### src/rtl/lfsr_gen.sv
`default_nettype none
// ============================================================================
//  Module      : lfsr_gen
//  Description : Parametrised LFSR pseudo-random generator with runtime seed
//                load, enable-gated stepping, Fibonacci/Galois topology chosen
//                at load time, period measurement and return-to-seed pulse.
//  Revision    : 1.0  initial release
// ============================================================================
module lfsr_gen #(
  parameter int               WIDTH = 8,
  parameter logic [WIDTH-1:0] TAPS  = 8'hB8,
  parameter logic [WIDTH-1:0] SEED  = {{(WIDTH-1){1'b0}}, 1'b1}
) (
  input  logic             clk,
  input  logic             rst,
  input  logic             en,
  input  logic             load,
  input  logic [WIDTH-1:0] seed_in,
  input  logic             mode_in,
  output logic [WIDTH-1:0] lfsr_out,
  output logic             bit_out,
  output logic             mode,
  output logic             wrap,
  output logic [WIDTH-1:0] period_len,
  output logic             seed_err
);

  localparam logic [WIDTH-1:0] ONE      = {{(WIDTH-1){1'b0}}, 1'b1};
  localparam logic [WIDTH-1:0] ALL_ONES = {WIDTH{1'b1}};

  // Parameter sanity: a mask without the top bit lets the state collapse to
  // zero, and a zero seed would lock the generator.
  generate
    if (WIDTH < 3 || WIDTH > 32) begin : g_bad_width
      $error("lfsr_gen: WIDTH must be in 3..32");
    end
    if (TAPS[WIDTH-1] == 1'b0) begin : g_bad_taps
      $error("lfsr_gen: TAPS must include bit WIDTH-1");
    end
    if (SEED == '0) begin : g_bad_seed
      $error("lfsr_gen: SEED must be nonzero");
    end
  endgenerate

  logic [WIDTH-1:0] active_seed;
  logic [WIDTH-1:0] step_cnt;
  logic             fib_fb;
  logic [WIDTH-1:0] fib_next;
  logic [WIDTH-1:0] gal_next;
  logic [WIDTH-1:0] step_next;
  logic [WIDTH-1:0] cnt_inc;
  logic [WIDTH-1:0] load_seed;

  // Next-state candidates for both topologies, serial bit and counter step.
  always_comb begin
    fib_fb    = ^(lfsr_out & TAPS);
    fib_next  = {lfsr_out[WIDTH-2:0], fib_fb};
    gal_next  = (lfsr_out >> 1) ^ (lfsr_out[0] ? TAPS : '0);
    step_next = mode ? gal_next : fib_next;
    bit_out   = mode ? lfsr_out[0] : lfsr_out[WIDTH-1];
    // Counter sticks at all-ones rather than rolling over to zero.
    cnt_inc   = (step_cnt == ALL_ONES) ? step_cnt : step_cnt + ONE;
    // A zero seed is replaced by SEED so the all-zero lock-up is unreachable.
    load_seed = (seed_in == '0) ? SEED : seed_in;
  end

  // State, active seed, period tracking and pulse outputs.
  always_ff @(posedge clk or posedge rst) begin
    if (rst) begin
      lfsr_out    <= SEED;
      active_seed <= SEED;
      mode        <= 1'b0;
      step_cnt    <= '0;
      period_len  <= '0;
      wrap        <= 1'b0;
      seed_err    <= 1'b0;
    end else if (load) begin
      lfsr_out    <= load_seed;
      active_seed <= load_seed;
      mode        <= mode_in;
      step_cnt    <= '0;
      wrap        <= 1'b0;
      seed_err    <= (seed_in == '0);
    end else if (en) begin
      lfsr_out <= step_next;
      seed_err <= 1'b0;
      if (step_next == active_seed) begin
        wrap       <= 1'b1;
        period_len <= step_cnt + ONE;
        step_cnt   <= '0;
      end else begin
        wrap     <= 1'b0;
        step_cnt <= cnt_inc;
      end
    end else begin
      wrap     <= 1'b0;
      seed_err <= 1'b0;
    end
  end

endmodule
`default_nettype wire

### config.mk
export PLATFORM = sky130hd
export DESIGN_NAME = lfsr_gen
export DESIGN_NICKNAME = d
export VERILOG_FILES = /design/src/rtl/lfsr_gen.sv
export SDC_FILE = /design/constraint.sdc
export NUM_CORES = 1
export LEC_CHECK = 0
export ABC_AREA = 1
export BUFFER_PORTS_ARGS = -buffer_cell sky130_fd_sc_hd__buf_2
export CORE_ASPECT_RATIO = 1.25
export CORE_MARGIN = 4
export CORE_UTILIZATION = 35
export CTS_CLUSTER_DIAMETER = 150
export CTS_CLUSTER_SIZE = 12
export DETAILED_ROUTE_END_ITERATION = 12
export PLACE_DENSITY = 0.61
export SETUP_SLACK_MARGIN = 0.3
export SYNTH_ARGS = -nofsm -noshare
export SYNTH_HDL_FRONTEND = slang
export SYNTH_SLANG_ARGS = --single-unit
### constraint.sdc
create_clock -name clk -period 2.1 [get_ports clk]
set_input_delay 0.42 -clock clk [delete_from_list [all_inputs] [get_ports clk]]
set_output_delay 0.42 -clock clk [all_outputs]
set_load 0.01 [all_outputs]
==> reports/qor.csv, run 1 <==
metric,value,unit
status,"complete, no violations",
grt_max_degree,36,
synth_area_per_cell,7.68,sq um
cts-htree-levels,2,
chipWidth,74.6,um
num_antenna_cells,0,
synth_top_cell_by_area,dfrtp_1,
grt.total_usage,15.9,%
hold_path_class,in -> async,
slew-limit-headroom,70.0,%
cts_buffers,5,
firstDrtPassIters,4,
vias,1825,
synth.distinct_cells,27,
timing.final.crit_share,86.9,%
arrival,2.05,ns
layout-drive-gt1-share,28.8,%
syn_area,1940,sq um
min_period,1.82,ns
num_rows,30,
yosys_warnings,0,
skew,0.00445,ns
fin_util,44.5,%
io_pins,33,
startpoint_type,flop,
worstMarginPinSlew,0.449,ns
irDropWorstVdd,351,uV
synthCells,253,
max_stage_delay,0.57,ns
cpLargestDelayFamily,simple AND/OR/NAND/NOR gates,
ys_seq_area_share,45.2,%
crit_top_cell,nand2_1,
via_per_inst,4.99,
start_util,35.9,%
wirelength,4940,um
die_y,91.3,um
overflow,0,
synth-main-ff-cell,dfrtp_1,
root_buffer,clkbuf_8,
synth-seq-cells,35,
synth_top_cell_area_share,42.5,%
synth_nets,267,
antenna_left,0,
crit_slowest_cell,dfstp_2,
core_area,5410,sq um
die_area,6810,sq um
path_buf_inv,2,
p_per_area,685,nW/um^2
antenna_found_initial,0,
synth-async-reset-ratio,100,%
cp_cell_sequence,inv_2 -> nand2_2 -> nand2_2 -> nand2_1 -> nand2_1 -> nor2_2 -> nand3_2 -> nor2_4 -> nand2_4 -> buf_12 -> nor2_4 -> nand2_1 -> nand2_1,
wire_per_inst,13.5,um
synth-edff-count,0,
place_hpwl,3610,um
synthTopCellsByCount,"nand2_1, dfrtp_1, inv_1, o21ai_0, nand3_1",
crit_required,2.33,ns
gp_congestion,0.819,
grt_pass1_vias,1804,
cts_tree,yes,
leakage,1.36,nW
portBuffers,32,
timing_hold_violations_final,0,
end_kind,flop,
setup_viol,0,
slew_viol_final,0,
fin_nets,315,
cts_buffer_depth,2,
critPathMaxFanout,8,
rrSetupSlack,0.28,ns
r2r_start,lfsr_out[0]$_DFFE_PP1P_,
syn2layout_area_growth,23.9,%
grt_first_pass_wirelength,8360,um
fmax,548,MHz
drt_iter0_drc,75,
clk_latency,0.28,ns
path_clk_slew,0.07,ns
hold_buffers,0,
critPathKind,reg -> reg,
ys_top_cells_by_area,"dfrtp_1, nand2_1, inv_1",
rsz0062_at_grt,true,
drc,0,
clock_sinks,35,
r2r-end,period_len[4]$_DFFE_PP0P_,
yosys.cell_count.top_type,nand2_1,
cap_violations,0,
tns,0,ns
ff2ff_path_depth,13,
## cells by family after synthesis
group	after synthesis	synth area share (%)
AND/OR/NAND/NOR	142	32.2
buffers and inverters	38	8.76
flip-flops	35	45.2
AO/OA/AOI/OAI	27	8.63
XOR/XNOR	10	4.51
adder cells (fa/ha/maj)	1	0.644
## area by class of cell
type                    instances  area [sq um]
clock buffers                   7          86.3
clock inverters                 1          5.00
fillers                       583          3000
inverters                      31           121
multi-input cells             181           951
flip-flops and latches         35           880
well taps                      64          80.1
repair buffers                 47           283
## report_power, final
part           switching [mW]  leakage [nW]  internal [mW]
clock                   0.237        0.0482          0.265
sequential             0.0492         0.451          0.723
combinational           0.230         0.860          0.145
## worst min-delay path, stage by stage
cell,delay [ns]
buf_2,0.09
inv_1,0.04
buf_4,0.39
## worst max path at each step
stage,startpoint,end,cells after the start
detailed placement,mode$_DFFE_PP0P_,step_cnt[1]$_DFFE_PP0P_,13
CTS,lfsr_out[0]$_DFFE_PP1P_,period_len[1]$_DFFE_PP0P_,13
floorplan,lfsr_out[0]$_DFFE_PP1P_,period_len[0]$_DFFE_PP0P_,12
global placement,mode$_DFFE_PP0P_,step_cnt[2]$_DFFE_PP0P_,13
finish,lfsr_out[0]$_DFFE_PP1P_,period_len[4]$_DFFE_PP0P_,13
global route,lfsr_out[0]$_DFFE_PP1P_,period_len[4]$_DFFE_PP0P_,13
## layout by cell type, fill, tap and decap left out, drive strengths merged, types with 5 or more instances in the layout
| cell type | synthesis | routed |
|---|---|---|
| xor2 | 8 | 8 |
| o21ai | 19 | 19 |
| nor2 | 14 | 15 |
| inv | 31 | 31 |
| nand2 | 103 | 103 |
| buf | 3 | 46 |
| nand4 | 9 | 9 |
| dfrtp | 33 | 33 |
| nand3 | 12 | 12 |
| o221ai | 5 | 5 |
| clkbuf | 4 | 8 |
## per-layer routing
metal	wire length, um	track usage (%)
met2	2540	26.5
met4	119	5.64
met1	2060	19.7
met5	0	0
met3	215	3.32
## repair_timing
action                     in CTS  in global routing
gates resized for setup         4                 17
cloned                          1                  0
buffers inserted                5                  4
pin swaps                       5                 16
setup endpoints to repair      17                 17
## registers in the layout (all words and copies together), names as in the netlist
name / count
active_seed: 8
lfsr_out: 8
mode: 1
period_len: 8
seed_err: 1
step_cnt: 8
wrap: 1
## through the flow
step | cells | total power [mW] | hold WS, ns | cell area [sq um] | setup slack (ns)
final | 366 | 1.65 | 0.229 | 2410 | 0.276
after CTS | 362 | 1.65 | 0.244 | 2340 | 0.300
after global routing | 366 | 1.76 | 0.268 | 2410 | 0.155
after floorplan | 253 | 1.02 | 0.442 | 1940 | 0.423
after detailed placement | 348 | 1.13 | 0.461 | 2180 | 0.0621
after global placement | 348 | 1.12 | 0.466 | 2180 | 0.0778
(Power assumes the default switching activity.)
==> run 2: changes to the inputs <==
--- a/config.mk
+++ b/config.mk
@@ -9,11 +9,12 @@
 export BUFFER_PORTS_ARGS = -buffer_cell sky130_fd_sc_hd__buf_2
 export CORE_ASPECT_RATIO = 1.25
 export CORE_MARGIN = 4
-export CORE_UTILIZATION = 35
+export CORE_UTILIZATION = 55
 export CTS_CLUSTER_DIAMETER = 150
 export CTS_CLUSTER_SIZE = 12
 export DETAILED_ROUTE_END_ITERATION = 12
-export PLACE_DENSITY = 0.61
+export GPL_TIMING_DRIVEN = 0
+export PLACE_DENSITY = 0.85
 export SETUP_SLACK_MARGIN = 0.3
 export SYNTH_ARGS = -nofsm -noshare
 export SYNTH_HDL_FRONTEND = slang
==> constraint.sdc (replaced) <==
create_clock -name clk -period 2.1 [get_ports clk]
set_input_delay 0 -clock clk [delete_from_list [all_inputs] [get_ports clk]]
set_output_delay 0 -clock clk [all_outputs]
set_load 0.01 [all_outputs]
==> run 2 against run 1 <==
- combinational power up 6.1%
- maximum frequency decreased by 4.2%
- sequential cell count unchanged
- hold slack got worse by 0.19 ns
- via count is 4.0% higher
- total power is 2.3% higher
- setup slack worse by 0.080 ns
- global-route usage is 9.4 points higher
- sequential share of layout area decreased by 0.59 points
- critical path depth fell by 1
- critical path type unchanged
- design area increased by 1.5%
- clock skew grew 0.015 ns
==> reports/qor.csv, run 2 (synthesis gave the netlist of run 1 again) <==
metric,value,unit
finalPower,1.69,mW
timing.final.crit_share,90.7,%
wirelength,5110,um
hold_path_class,in -> reg,
critPathKind,reg -> reg,
clk_latency,0.31,ns
cts-htree-levels,2,
final_common_cell,nand2_1,
layout_common_cells,"nand2_1, dfrtp_1, buf_2",
gp_congestion,0.910,
setup_viol,0,
p_per_area,691,nW/um^2
grt_pass1_vias,1938,
cap_violations,0,
hold_ws,0.0390,ns
io_pins,33,
leakage,1.37,nW
via_per_inst,5.52,
root_buffer,clkbuf_8,
arrival,2.08,ns
slew-limit-headroom,51.3,%
drc,0,
tns,0,ns
final_area,2440,sq um
irDropWorstVdd,570,uV
grt_max_degree,36,
drt_iter0_drc,74,
startpoint_type,flop,
clock_sinks,35,
fin_nets,320,
cts_buffer_depth,2,
path_clk_slew,0.07,ns
cts_buffers,5,
grt_first_pass_wirelength,8420,um
portBuffers,31,
overflow,0,
num_rows,23,
fmax,525,MHz
worstMarginPinSlew,0.730,ns
cts_tree,yes,
layout-drive-gt1-share,26.4,%
min_period,1.90,ns
skew,0.0199,ns
placed_area,2140,sq um
die_y,74.4,um
syn2layout_area_growth,25.8,%
chipWidth,61.1,um
start_util,58.7,%
crit_required,2.28,ns
fin_cells,344,
antenna_left,0,
firstDrtPassIters,5,
rsz0062_at_grt,true,
vias,1898,
antenna_found_initial,0,
timing_hold_violations_final,0,
place_hpwl,3310,um
crit_slowest_cell,dfstp_2,
core_area,3310,sq um
grt.total_usage,25.3,%
die_area,4550,sq um
status,"complete, no violations",
end_kind,flop,
fillCellCount,239,
cp_cell_sequence,inv_2 -> nand2_2 -> nand2_2 -> nand2_1 -> nand2_1 -> nor2_2 -> nand3_2 -> nor2_4 -> buf_4 -> nand2_2 -> o21ai_2 -> nand2_1,
num_antenna_cells,0,
placedCellCount,321,
max_stage_delay,0.61,ns
slew_viol_final,0,
critPathMaxFanout,6,
wire_per_inst,14.9,um
run 2: routing by layer:
metal	GRT usage, %	part of all wire [%]
met3	5.90	5.5
met1	28.5	39
met4	13.0	4.0
met5	0	0
met2	43.4	52
run 2: path summary, 6_finish.rpt:
check,from,endpoint,slack (ns),cells after the start
min in group asynchronous,rst,step_cnt[1]$_DFFE_PP0P_,0.36,3
max in group asynchronous,rst,wrap$_DFF_PP0_,1.26,3
worst max-delay path,lfsr_out[0]$_DFFE_PP1P_,period_len[3]$_DFFE_PP0P_,0.20,12
worst min register to register,period_len[0]$_DFFE_PP0P_,period_len[0]$_DFFE_PP0P_,0.48,2
worst max register to register,lfsr_out[0]$_DFFE_PP1P_,period_len[3]$_DFFE_PP0P_,0.20,12
worst min-delay path,seed_in[0],seed_err$_DFF_PP0_,0.04,3
run 2: critical path, delay by kind of cell (launching register included):
family / cells / cell delay (ns)
AOI/OAI and AO/OA: 1 / 0.14
buffers and inverters: 2 / 0.22
and+or+nand+nor: 9 / 0.83
DFF: 1 / 0.61
run 2: layout make-up:
cell class	count	area, sq um	area share (%)
Clock buffer	7	86.3	3.53
Multi-Input combinational cell	181	966	39.5
Inverter	31	121	4.97
Tap cell	37	46.3	1.90
Sequential cell	35	878	36.0
Timing Repair Buffer	45	290	11.9
Buffer	7	48.8	2.00
Clock inverter	1	5.00	0.205
run 2: stage by stage:
stage	setup WS [ns]	util, %
after floorplan	0.423	-
after global placement	0.250	64.8
after detailed placement	0.229	64.8
after CTS	0.241	71.9
after global routing	0.104	73.8
final	0.196	73.8
run 2: repair_timing:
action | 4_1_cts | 5_1_grt
pin swaps | 5 | 5
buffers inserted | 4 | 0
gates resized for setup | 10 | 16
gates cloned | 2 | 0
hold buffers | 8 | 1
setup endpoints to repair | 13 | 17
endpoints found under the hold margin | 14 | 33
run 2: report_power, final:
| group | leakage, nW | switching (mW) | internal (mW) | total [mW] |
|---|---|---|---|---|
| clock network | 0.0482 | 0.256 | 0.265 | 0.520 |
| logic | 0.869 | 0.243 | 0.155 | 0.398 |
| registers | 0.452 | 0.0453 | 0.723 | 0.768 |
